File: src/rtl/noc_router_pkg.sv
// Shared flit format, port index width and output-state encoding
// for the wormhole NoC router.
package noc_router_pkg;

    localparam int PKTW   = 17;
    localparam int FLOWBH = 17;
    localparam int FLOWBL = 16;
    localparam int PORT   = 1;

    localparam logic [1:0] IDLE_F = 2'd0;
    localparam logic [1:0] HEAD   = 2'd1;
    localparam logic [1:0] BODY   = 2'd2;
    localparam logic [1:0] TAIL   = 2'd3;

    typedef logic [PKTW:0] flit_t;
    typedef logic [PORT:0] port_t;

    typedef enum logic {IDLE, LOCKED} ostate_t;

    function automatic logic [1:0] flit_type(input flit_t f);
        return f[FLOWBH:FLOWBL];
    endfunction

    function automatic port_t flit_dest(input flit_t f);
        return f[PORT:0];
    endfunction

endpackage

File: src/rtl/noc_router_fifo.sv
// Per-input flit buffer: DEPTH entries, wrap-bit pointers, no bypass.
// Only the pointers are reset; storage contents are don't-care.
module flit_fifo
    import noc_router_pkg::*;
#(
    parameter int DEPTH = 8
) (
    input  logic  clk,
    input  logic  rst_n,
    input  logic  push,
    input  flit_t din,
    input  logic  pop,
    output flit_t dout,
    output logic  empty,
    output logic  full
);

    localparam int AW = $clog2(DEPTH);
    localparam logic [AW:0] ONE = 1;

    flit_t       mem [DEPTH];
    logic [AW:0] wptr;
    logic [AW:0] rptr;

    assign empty = (wptr == rptr);
    assign full  = (wptr[AW] != rptr[AW]) &&
                   (wptr[AW-1:0] == rptr[AW-1:0]);
    assign dout  = mem[rptr[AW-1:0]];

    always_ff @(posedge clk or negedge rst_n) begin
        if (!rst_n) begin
            wptr <= '0;
            rptr <= '0;
        end else begin
            if (push) wptr <= wptr + ONE;
            if (pop)  rptr <= rptr + ONE;
        end
    end

    always_ff @(posedge clk) begin
        if (push) mem[wptr[AW-1:0]] <= din;
    end

endmodule

File: src/rtl/noc_router.sv
// Wormhole router: per-input FIFOs, per-output lock with round-robin
// arbitration among HEADs, registered flit outputs and sticky error flags.
module noc_router
    import noc_router_pkg::*;
#(
    parameter int NP    = 4,
    parameter int DEPTH = 8
) (
    input  logic                 clk,
    input  logic                 rst_n,
    input  logic [NP-1:0][PKTW:0] in_flit,
    output logic [NP-1:0][PKTW:0] out_flit,
    output logic [NP-1:0]        overflow,
    output logic [NP-1:0]        proto_err
);

    flit_t   head   [NP];
    logic [NP-1:0] empty;
    logic [NP-1:0] full;
    logic [NP-1:0] push;
    logic [NP-1:0] pop;
    logic [NP-1:0] drop;
    logic [NP-1:0] perr;
    logic [NP-1:0] owns;

    ostate_t state  [NP];
    port_t   owner  [NP];
    port_t   rr_ptr [NP];

    ostate_t nxt_state [NP];
    port_t   nxt_owner [NP];
    port_t   nxt_rr    [NP];
    logic [NP-1:0][PKTW:0] nxt_out;

    for (genvar i = 0; i < NP; i++) begin : g_fifo
        flit_fifo #(.DEPTH(DEPTH)) u_fifo (
            .clk   (clk),
            .rst_n (rst_n),
            .push  (push[i]),
            .din   (in_flit[i]),
            .pop   (pop[i]),
            .dout  (head[i]),
            .empty (empty[i]),
            .full  (full[i])
        );
    end

    // A full FIFO still accepts when its head leaves in the same cycle.
    always_comb begin
        push = '0;
        drop = '0;
        for (int i = 0; i < NP; i++) begin
            push[i] = (flit_type(in_flit[i]) != IDLE_F) &&
                      (!full[i] || pop[i]);
            drop[i] = (flit_type(in_flit[i]) != IDLE_F) &&
                      full[i] && !pop[i];
        end
    end

    always_comb begin
        int   c;
        logic found;
        c         = 0;
        found     = 1'b0;
        pop       = '0;
        perr      = '0;
        owns      = '0;
        nxt_out   = '0;
        nxt_state = state;
        nxt_owner = owner;
        nxt_rr    = rr_ptr;

        for (int j = 0; j < NP; j++) begin
            if (state[j] == LOCKED) owns[owner[j]] = 1'b1;
        end

        for (int j = 0; j < NP; j++) begin
            if (state[j] == LOCKED) begin
                if (!empty[owner[j]]) begin
                    pop[owner[j]] = 1'b1;
                    nxt_out[j]    = head[owner[j]];
                    if (flit_type(head[owner[j]]) == TAIL) begin
                        nxt_state[j] = IDLE;
                        nxt_rr[j]    = (owner[j] == port_t'(NP - 1)) ?
                                       '0 : port_t'(owner[j] + 1'b1);
                    end
                end
            end else begin
                found = 1'b0;
                for (int k = 0; k < NP; k++) begin
                    c = (int'(rr_ptr[j]) + k) % NP;
                    if (!found && !empty[c] && !owns[c] &&
                        flit_type(head[c]) == HEAD &&
                        flit_dest(head[c]) == port_t'(j)) begin
                        found        = 1'b1;
                        pop[c]       = 1'b1;
                        nxt_out[j]   = head[c];
                        nxt_state[j] = LOCKED;
                        nxt_owner[j] = port_t'(c);
                    end
                end
            end
        end

        // Orphan BODY/TAIL flits are flushed one per cycle.
        for (int i = 0; i < NP; i++) begin
            if (!empty[i] && !owns[i] &&
                (flit_type(head[i]) == BODY ||
                 flit_type(head[i]) == TAIL)) begin
                pop[i]  = 1'b1;
                perr[i] = 1'b1;
            end
        end
    end

    always_ff @(posedge clk or negedge rst_n) begin
        if (!rst_n) begin
            out_flit  <= '0;
            overflow  <= '0;
            proto_err <= '0;
            for (int j = 0; j < NP; j++) begin
                state[j]  <= IDLE;
                owner[j]  <= '0;
                rr_ptr[j] <= '0;
            end
        end else begin
            out_flit  <= nxt_out;
            overflow  <= overflow | drop;
            proto_err <= proto_err | perr;
            state     <= nxt_state;
            owner     <= nxt_owner;
            rr_ptr    <= nxt_rr;
        end
    end

endmodule

File: config.mk
export PLATFORM = sky130hd
export DESIGN_NAME = noc_router
export DESIGN_NICKNAME = d
export VERILOG_FILES = /design/src/rtl/noc_router_pkg.sv /design/src/rtl/noc_router_fifo.sv /design/src/rtl/noc_router.sv
export SDC_FILE = /design/constraint.sdc
export NUM_CORES = 2
export LEC_CHECK = 0
export CELL_PAD_IN_SITES_DETAIL_PLACEMENT = 1
export CELL_PAD_IN_SITES_GLOBAL_PLACEMENT = 2
export CORE_AREA = 2 2 284 286
export DETAILED_ROUTE_END_ITERATION = 7
export DIE_AREA = 0 0 286 288
export HOLD_SLACK_MARGIN = 0.02
export PLACE_DENSITY_LB_ADDON = 0.1
export REMOVE_ABC_BUFFERS = 1
export SYNTH_ARGS = -nofsm -noshare
export SYNTH_HDL_FRONTEND = slang
export SYNTH_SLANG_ARGS = --single-unit
File: constraint.sdc
create_clock -name clk -period 16.39 [get_ports clk]
set_input_delay 1.639 -clock clk [delete_from_list [all_inputs] [get_ports clk]]
set_output_delay 1.639 -clock clk [all_outputs]
set_load 0.03 [all_outputs]
==> run metrics <==
clk sink count=around 700; Syn Std Cell Area=0.0377 sq mm; clk slew on worst S/H paths=0.06 ns; top cells by area, synth=edfxtp_1, mux4_2, dfrtp_1; # Post-CTS Setup Buffers=0; async set-reset flop share out of synthesis=18.6%; Slowest-stage cell, CP=and2_1; register area share after synthesis=~55%; Core ar.=0.0796 sq mm; Synth Flop Type=edfxtp_1; total iterations of the first detailed-routing run=6; CTS Buffer Depth=3; commonest non-fill, non-tap cell in the layout=edfxtp_1; Tmin final=between 7 and 8 ns; CTS tree=yes; vias in the first global route=around 27000; Crit Path Max Fanout=40; GP Congestion=0.941; grt ovf=0; worst r2r src=g_fifo[3].u_fifo.rptr[0]; r2r worst-path depth=14; cells along the critical path=buf_4 > mux4_2 > mux2i_1 > buf_4 > or4b_1 > o221ai_1 > and2_1 > nor3_2 > buf_4 > a221oi_1 > o211ai_1 > nor3_2 > a21oi_1 > and3_1; fin crit share=45.1%; DRT iter0 DRCs=3280; number of CTS-inserted buffers=77; full die area=0.0824 sq mm; DRC errors left=0; Routed Antenna Nets=0; Worst EP arrival=approximately 7.6 ns; Yosys warning total=0; H-Tree Depth=3; Area growth syn-to-layout=14.5%; net count of the finished layout=2883; Final Hold Fails=0; Worst Tran Pin Value=1.31 ns; fin util=54.2%; row cnt=104; I/O Pins=approximately 150; initial core utilization=47.4%; Vias=26680; critical path required time=16.63 ns; largest net degree at the start of global routing=roughly 120; RR Endpoint=g_fifo[1].u_fifo.mem[1][3]; share of layout cells above drive strength 1=between 20% and 30%; Vias/cell=between 6 and 7; top-area cell type share of the netlist area=between 40% and 50%; Max Clk Rate=135 MHz; first-pass GRT wire length=a little under 200000 um; post-cts hold buffer count=0; max cap viols=0; startpoint types=register; synth unique cells=89; DR WL/cell=33.9 um; largest stage delay on the critical path=around 0.74 ns; Worst Skew=0.0304 ns; Post-DP HPWL=approximately 93000 um; post-placement cell count=3746; # resized after CTS=0; Reg2Reg Setup Slack=9.00 ns; Synth Instances=2673; most frequent cells in the layout=edfxtp_1, mux4_2, nand2_1; die width=286 um; TNS Setup=0 ns; Die Ht=288 um; Slew Viols, Final=0; Hold Crit Start=proto_err[0]; IO Port Bufs=153; status=complete, no violations; Hold Crit Class=reg -> reg; Total GRT Usage=32.2%; EDFF count, synth=576; Routed WL=approximately 130000 um; CP Capture Type=register; Hold Path Sink=proto_err[0]; worst-skew pair later-pin latency=between 0.6 and 0.7 ns; syn avg cell area=14.1 sq um; # setup viols final=0; Critical Path Most Common Cell=buf_4; leading area contributor after synthesis=edfxtp_1; RSZ-0062 raised after global routing=false; Yosys reg bits=708; initial antenna violation count=10; Layout Cells excl Fill=around 3900; Root Buffer=clkbuf_16; CP Class=reg -> reg; Hold Crit Depth=1; Rel. slew slack=12.1%
logic make-up (layout without fill, tap and decap cells):
group	count (synthesis)	count (layout)	synth area share, %
DFF	708	708	54.6
AOI/OAI and AO/OA	597	597	11.4
and+or+nand+nor	574	574	7.10
muxes	449	449	21.8
buffers and inverters	258	413	2.67
adders and majority gates	44	44	1.46
xor gates and xnor gates	43	43	0.998
other	0	2	0
area by class of cell:
cell class,count,area [sq um]
fill,7583,36400
sequential,708,20600
multi-input combinational,1707,16400
timing repair buffer,239,2180
clock buffer,95,2040
tap,1060,1330
clock inverter,47,567
inverter,32,120
antenna,2,5.00
synth_stat cells (all sizes together), types with 8 or more instances:
library cell,count
a222oi,29
a221oi,75
o221ai,62
o211ai,10
a22oi,39
o22ai,48
edfxtp,576
and3,8
ha,44
nor3,28
nand4,16
xor2,22
nand3,41
mux2i,82
inv,28
o21ai,109
a21oi,106
and2,10
buf,51
mux2,80
xnor2,21
mux4,287
a32o,8
o41a,12
o31ai,8
nor2,196
clkbuf,175
a211oi,22
nor2b,21
nand2,195
dfrtp,132
nor4b,10
worst max-delay path by stage:
stage                                        start                           to  slack (ns)
after floorplan                          rr_ptr[0]   g_fifo[1].u_fifo.mem[4][0]        6.73
after global placement    g_fifo[3].u_fifo.rptr[0]  g_fifo[1].u_fifo.mem[6][13]        9.28
after detailed placement  g_fifo[3].u_fifo.rptr[0]  g_fifo[1].u_fifo.mem[3][15]        9.12
after CTS                 g_fifo[3].u_fifo.rptr[0]   g_fifo[1].u_fifo.mem[1][3]        9.10
after global routing      g_fifo[3].u_fifo.rptr[0]   g_fifo[1].u_fifo.mem[3][9]        8.75
final                     g_fifo[3].u_fifo.rptr[0]   g_fifo[1].u_fifo.mem[1][3]        9.00
metal layers:
| layer | up-vias | wire [um] | GRT usage, % |
|---|---|---|---|
| met5 | - | 45 | 0 |
| met4 | 4 | 4590 | 10.9 |
| met3 | 248 | 10000 | 5.01 |
| met2 | 1289 | 63100 | 51.7 |
| met1 | 14007 | 54100 | 44.9 |
| li1 | 11132 | - | - |
worst max-delay path, delay by kind of cell, from the launching register on:
kind | cells | cell delay, ns
AND/OR/NAND/NOR | 5 | 2.93
AO/OA/AOI/OAI | 4 | 1.56
multiplexers | 2 | 0.97
buffers and inverters | 3 | 1.18
flip-flops | 1 | 0.34
sequential cells by signal (all words and copies together), names as in the netlist, 8 cells and up:
name,count
out_flit,72
owner,8
rr_ptr,8
g_fifo.u_fifo.rptr,16
g_fifo.u_fifo.wptr,16
g_fifo.u_fifo.mem,576
stage by stage:
stage                     worst slack, ns  hold WS, ns  cell area [sq um]
after floorplan                      6.73        0.460              36900
after global placement               9.28        0.448              40600
after detailed placement             9.12        0.455              40600
after CTS                            9.10        0.470              43200
after global routing                 8.75        0.485              43200
final                                9.00        0.460              43200
Power is left out: the tool's default activity adds up to more than one toggle a clock period on the data nets, which glitch-free logic cannot reach.
==> variant 1: new RTL, same settings <==
`DEPTH` is set to 8 in 2 places; all go to 4.
--- a/src/rtl/noc_router_fifo.sv
+++ b/src/rtl/noc_router_fifo.sv
@@ -3,7 +3,7 @@
 module flit_fifo
     import noc_router_pkg::*;
 #(
-    parameter int DEPTH = 8
+    parameter int DEPTH = 4
 ) (
     input  logic  clk,
     input  logic  rst_n,
--- a/src/rtl/noc_router.sv
+++ b/src/rtl/noc_router.sv
@@ -4,7 +4,7 @@
     import noc_router_pkg::*;
 #(
     parameter int NP    = 4,
-    parameter int DEPTH = 8
+    parameter int DEPTH = 4
 ) (
     input  logic                 clk,
     input  logic                 rst_n,
Function: not settled (the Yosys comparison gave no result); the edit may change what the design does.
==> variant 1 against the unedited design <==
Cell area is 31% lower. Final cell count is 16% lower. Global-route usage is 8.6 points lower. Sequential cell count is 296 lower. Setup slack better by 0.94 ns. Via count is 25% lower. Routed wire length is 26% lower. Area after synthesis is 31% lower. Clock skew is 0.0045 ns higher. Hold slack better by 0.0080 ns.
Power is left out: the tool's default activity adds up to more than one toggle a clock period on the data nets, which glitch-free logic cannot reach.
==> variant 1: results (changes against the unedited design) <==
run_status:
  status: "finished, final reports clean"
yosys:
  ys_seq_area_share_pct: 45.1  # -9.5 points
  post_synth.cell_area_avg_um2: 12.0  # -15%
  synthDominantCellAreaShare_pct: 33.2  # -13 points
  synth_area_leaders: "edfxtp_1 (33%), mux4_2 (16%), dfrtp_1 (12%), mux2i_1 (5.5%), nand2_1 (3.8%)"
  synth_edf_count: 288  # -50%
  synthArstFlopShare_pct: 30.1  # +11 points
  synthFlopType: "edfxtp_1"
  synth_commonest_cells: "edfxtp_1 (288), nand2_1 (265), clkbuf_1 (190), mux4_2 (190), mux2i_1 (144)"
  yosysUniqueCellTypes: 91  # +2.2%
min_path:
  min_to: "overflow[0]"
  hp-start: "overflow[0]"
finish:
  num-fill-cells: 8438  # +11%
  layoutNonFillerInstCount: 3286  # -16%
  nNetsFinal: 2312  # -20%
  drive_gt1_share_pct: 16.3  # -6.5 points
  largest_reg_flops: 288  # -50%
clock_network:
  cts_buffers: 48  # -38%
  cts_resized: 0  # unchanged
  post-cts-setup-buffer-count: 0  # unchanged
  htree_levels: 2  # -1
  worstSkewPairLatency_ns: 0.62  # -0.02 ns
sta:
  final.setup_skew_ns: 0.0349  # +0.00445 ns
  fin_hold_ws_ns: 0.468  # +0.00796 ns
  worst_slew_pin_slew_ns: 1.29  # -0.0208 ns
critical_path:
  r2r_cells: 13  # -1
  cp.arrival_ns: 6.68  # -0.95 ns
  regToRegEndpoint: "g_fifo[0].u_fifo.mem[1][9]"
  r2r-start: "rr_ptr[0]"
  critPathMaxFanout: 23  # -43%
place:
  place_inst: 3195  # -15%
  gp_congestion: 0.899  # -4.4%
  hpwl_um: 69400  # -26%
  placement.cell_area_mm2: 0.0284  # -30%
  place_ws_ns: 10.02  # +0.901 ns
route:
  drt-initial-drc-count: 1698  # -48%
  vias: 20000  # -25%
  routed_wl_um: 97900  # -26%
  first_pass_iters: 5  # -1
global_routing:
  grt_first_pass_wirelength_um: 144000  # -25%
  first_global_vias: 20800  # -24%
  grt_max_degree: 72  # -38%
  grt.total_usage_pct: 23.6  # -8.6 points
  antenna_found_initial: 0  # -10
==> variant 1: cell types whose count changed in the layout (fill, tap and decap cells not counted), moves of 15 or more <==
cell / before / now
o21ai_0: 108 / 59
mux2_2: 78 / 7
inv_1: 25 / 40
and2_1: 9 / 25
nor2_1: 194 / 62
mux2i_1: 73 / 144
a222oi_1: 29 / 0
clkbuf_16: 78 / 48
edfxtp_1: 576 / 288
a22oi_1: 39 / 9
nand2_1: 195 / 265
o221ai_1: 62 / 103
mux4_2: 286 / 190
buf_4: 86 / 50
==> variant 1: metal layers <==
layer | global-route usage (%) | wire [um]
met3 | 2.58 | 3880
met1 | 32.8 | 44400
met5 | 0 | 0
met4 | 7.40 | 2910
met2 | 38.6 | 46700
==> variant 1: final cells by class <==
| class | instances | area [um2] | area share, % |
|---|---|---|---|
| inverters | 46 | 173 | 0.576 |
| multi-input cells | 1474 | 13200 | 44.2 |
| well taps | 1060 | 1330 | 4.43 |
| clock buffers | 64 | 1290 | 4.31 |
| repair buffers | 203 | 1910 | 6.37 |
| flip-flops and latches | 412 | 11800 | 39.2 |
| diodes | 1 | 2.50 | 0.00835 |
| clock inverters | 26 | 278 | 0.927 |
==> variant 1: cell families after synthesis <==
| group | synth area share [%] |
|---|---|
| buffers and inverters | 4.32 |
| AOI/OAI and AO/OA | 15.2 |
| and+or+nand+nor | 9.35 |
| xor gates and xnor gates | 0.974 |
| DFF | 45.1 |
| muxes | 22.6 |
| adders and majority gates | 2.54 |
==> variant 1: worst max-delay path by stage <==
| stage | start | endpoint | slack (ns) | cells after the start |
|---|---|---|---|---|
| after floorplan | rr_ptr[0] | g_fifo[1].u_fifo.mem[0][0] | 9.31 | 11 |
| after global placement | rr_ptr[0] | g_fifo[0].u_fifo.mem[1][4] | 10.15 | 13 |
| after detailed placement | rr_ptr[0] | g_fifo[0].u_fifo.mem[1][9] | 10.02 | 13 |
| after CTS | rr_ptr[0] | g_fifo[0].u_fifo.mem[1][14] | 9.98 | 13 |
| after global routing | rr_ptr[0] | g_fifo[0].u_fifo.mem[0][2] | 9.34 | 13 |
| final | rr_ptr[0] | g_fifo[0].u_fifo.mem[1][9] | 9.94 | 13 |
==> variant 1: worst max-delay path, cell delays in order, from the launching register on <==
cell and delay [ns]:
dfrtp_2 0.67, inv_1 0.28, buf_4 0.29, ha_1 0.82, clkinv_1 0.81, nor2_1 0.34
and3_1 0.20, nor3_1 0.05, nor4_1 0.92, a32oi_1 0.10, o21ai_1 0.26, a2111oi_4 0.18
a21oi_2 0.29, and2_1 0.81
==> variant 2: new RTL, same settings <==
Made on the original files. Take the reset off `out_flit` and load it in a clocked block of its own.
--- a/src/rtl/noc_router.sv
+++ b/src/rtl/noc_router.sv
@@ -115,7 +115,6 @@
 
     always_ff @(posedge clk or negedge rst_n) begin
         if (!rst_n) begin
-            out_flit  <= '0;
             overflow  <= '0;
             proto_err <= '0;
             for (int j = 0; j < NP; j++) begin
@@ -124,7 +123,6 @@
                 rr_ptr[j] <= '0;
             end
         end else begin
-            out_flit  <= nxt_out;
             overflow  <= overflow | drop;
             proto_err <= proto_err | perr;
             state     <= nxt_state;
@@ -133,5 +131,9 @@
         end
     end
 
+    always_ff @(posedge clk) begin
+        out_flit <= nxt_out;
+    end
+
 endmodule
 
Function: not settled (the Yosys comparison gave no result); the edit may change what the design does.
==> variant 2 against the unedited design <==
Area after synthesis is 0.20% lower. Sequential cell count stayed put. Cell area is 0.89% lower. Setup slack better by 0.18 ns. Final cell count is 1.4% higher. Routed wire length is 9.4% lower.
Power is left out: the tool's default activity adds up to more than one toggle a clock period on the data nets, which glitch-free logic cannot reach.
==> variant 2: results (changes against the unedited design) <==
route:
  routed_wl_um: 120000  # -9.4%
  drt-initial-drc-count: 2528  # -23%
  first_pass_iters: 5  # -1
  viasPerCell: 6.70  # -2.3%
sta:
  final.setup_skew_ns: 0.0308  # +0.000378 ns
  relSlewSlack_pct: 4.72  # -7.4 points
global_routing:
  grt_first_pass_wirelength_um: 179000  # -7.1%
  antenna_found_initial: 3  # -7
  first_global_vias: 27000  # -1.1%
  grt_max_degree: 73  # -37%
  grt.total_usage_pct: 29.1  # -3.0 points
place:
  placement.cell_area_mm2: 0.0403  # -0.79%
  place_inst: 3805  # +1.6%
  hpwl_um: 82300  # -12%
  gp_congestion: 0.943  # +0.26%
yosys:
  synthDominantCellAreaShare_pct: 45.9  # +0.090 points
  yosysUniqueCellTypes: 91  # +2.2%
  post_synth.cell_area_avg_um2: 13.6  # -3.6%
  synth_area_leaders: "edfxtp_1 (46%), mux4_2 (18%), dfrtp_1 (4.0%), dfxtp_1 (3.8%), a221oi_1 (2.7%)"
  ys_seq_area_share_pct: 53.7  # -0.85 points
  synth_commonest_cells: "edfxtp_1 (576), mux4_2 (302), nor2_1 (224)"
min_path:
  min_to: "proto_err[3]"
  hp-start: "proto_err[3]"
  hold_path_class: "reg2reg"
critical_path:
  r2r_cells: 12  # -2
  r2r-start: "rr_ptr[1]"
  cp.arrival_ns: 7.46  # -0.17 ns
  r2r_slack_ns: 9.18  # +0.18 ns
  regToRegEndpoint: "g_fifo[2].u_fifo.mem[3][10]"
clock_network:
  worstSkewPairLatency_ns: 0.66  # +0.02 ns
  clockBufferDepth: 3  # unchanged
run_status:
  status: "finished, final reports clean"
finish:
  drive_gt1_share_pct: 21.8  # -1.0 points
  layoutNonFillerInstCount: 3944  # +1.4%
  nNetsFinal: 2942  # +2.0%
variant 2: per-stage QoR:
stage	hold WS [ns]	setup WS, ns
floorplan	0.460	6.92
global placement	0.450	9.38
detailed placement	0.451	9.18
CTS	0.473	9.18
global route	0.484	8.75
finish	0.468	9.18
variant 2: cell families (layout without fill, tap and decap cells):
logic type / Yosys count / in the layout / synth area share (%)
AO/OA/AOI/OAI: 655 / 655 / 11.6
XOR/XNOR: 43 / 43 / 1.00
adder cells (fa/ha/maj): 44 / 44 / 1.46
buffers and inverters: 304 / 421 / 3.17
flip-flops: 708 / 708 / 53.7
multiplexers: 428 / 428 / 21.7
AND/OR/NAND/NOR: 585 / 585 / 7.34
variant 2: final cells by class:
cell class / count / area, um2
sequential: 708 / 20300
inverter: 45 / 169
multi-input combinational: 1755 / 16400
clock inverter: 33 / 445
timing repair buffer: 237 / 2160
fill: 7714 / 36800
clock buffer: 106 / 2100
tap: 1060 / 1330
variant 2: per-layer routing:
metal  vias up  part of all wire (%)  global-route usage [%]  wire, um
met2      1046                    49                    48.4     58800
met1     13900                    42                    40.3     50400
li1      11300                     -                       -         -
met5         -                 0.011                       0        13
met3       181                   6.3                    4.21      7480
met4         2                   2.4                    8.09      2880
variant 2: worst max path at each step:
stage | startpoint | end | slack (ns) | cells after the start
2_1_floorplan | rr_ptr[2] | g_fifo[0].u_fifo.mem[2][0] | 6.92 | 12
3_3_place_gp | rr_ptr[1] | g_fifo[2].u_fifo.mem[3][13] | 9.38 | 12
3_5_place_dp | rr_ptr[1] | g_fifo[2].u_fifo.mem[3][13] | 9.18 | 12
4_1_cts | rr_ptr[1] | g_fifo[2].u_fifo.mem[3][12] | 9.18 | 12
5_1_grt | rr_ptr[1] | g_fifo[2].u_fifo.mem[3][12] | 8.75 | 12
6_report | rr_ptr[1] | g_fifo[2].u_fifo.mem[3][10] | 9.18 | 12
variant 2: worst max-delay path: stages (launching register included):
cell and delay, ns:
dfrtp_1 1.07, clkinv_1 0.63, ha_1 1.08, clkinv_1 0.88, a41o_1 0.41, o31a_1 0.29
o2111a_1 0.13, buf_4 0.25, nand3_1 0.14, o211ai_1 0.17, nor4_1 0.87, a21oi_1 0.24
and4b_1 0.60
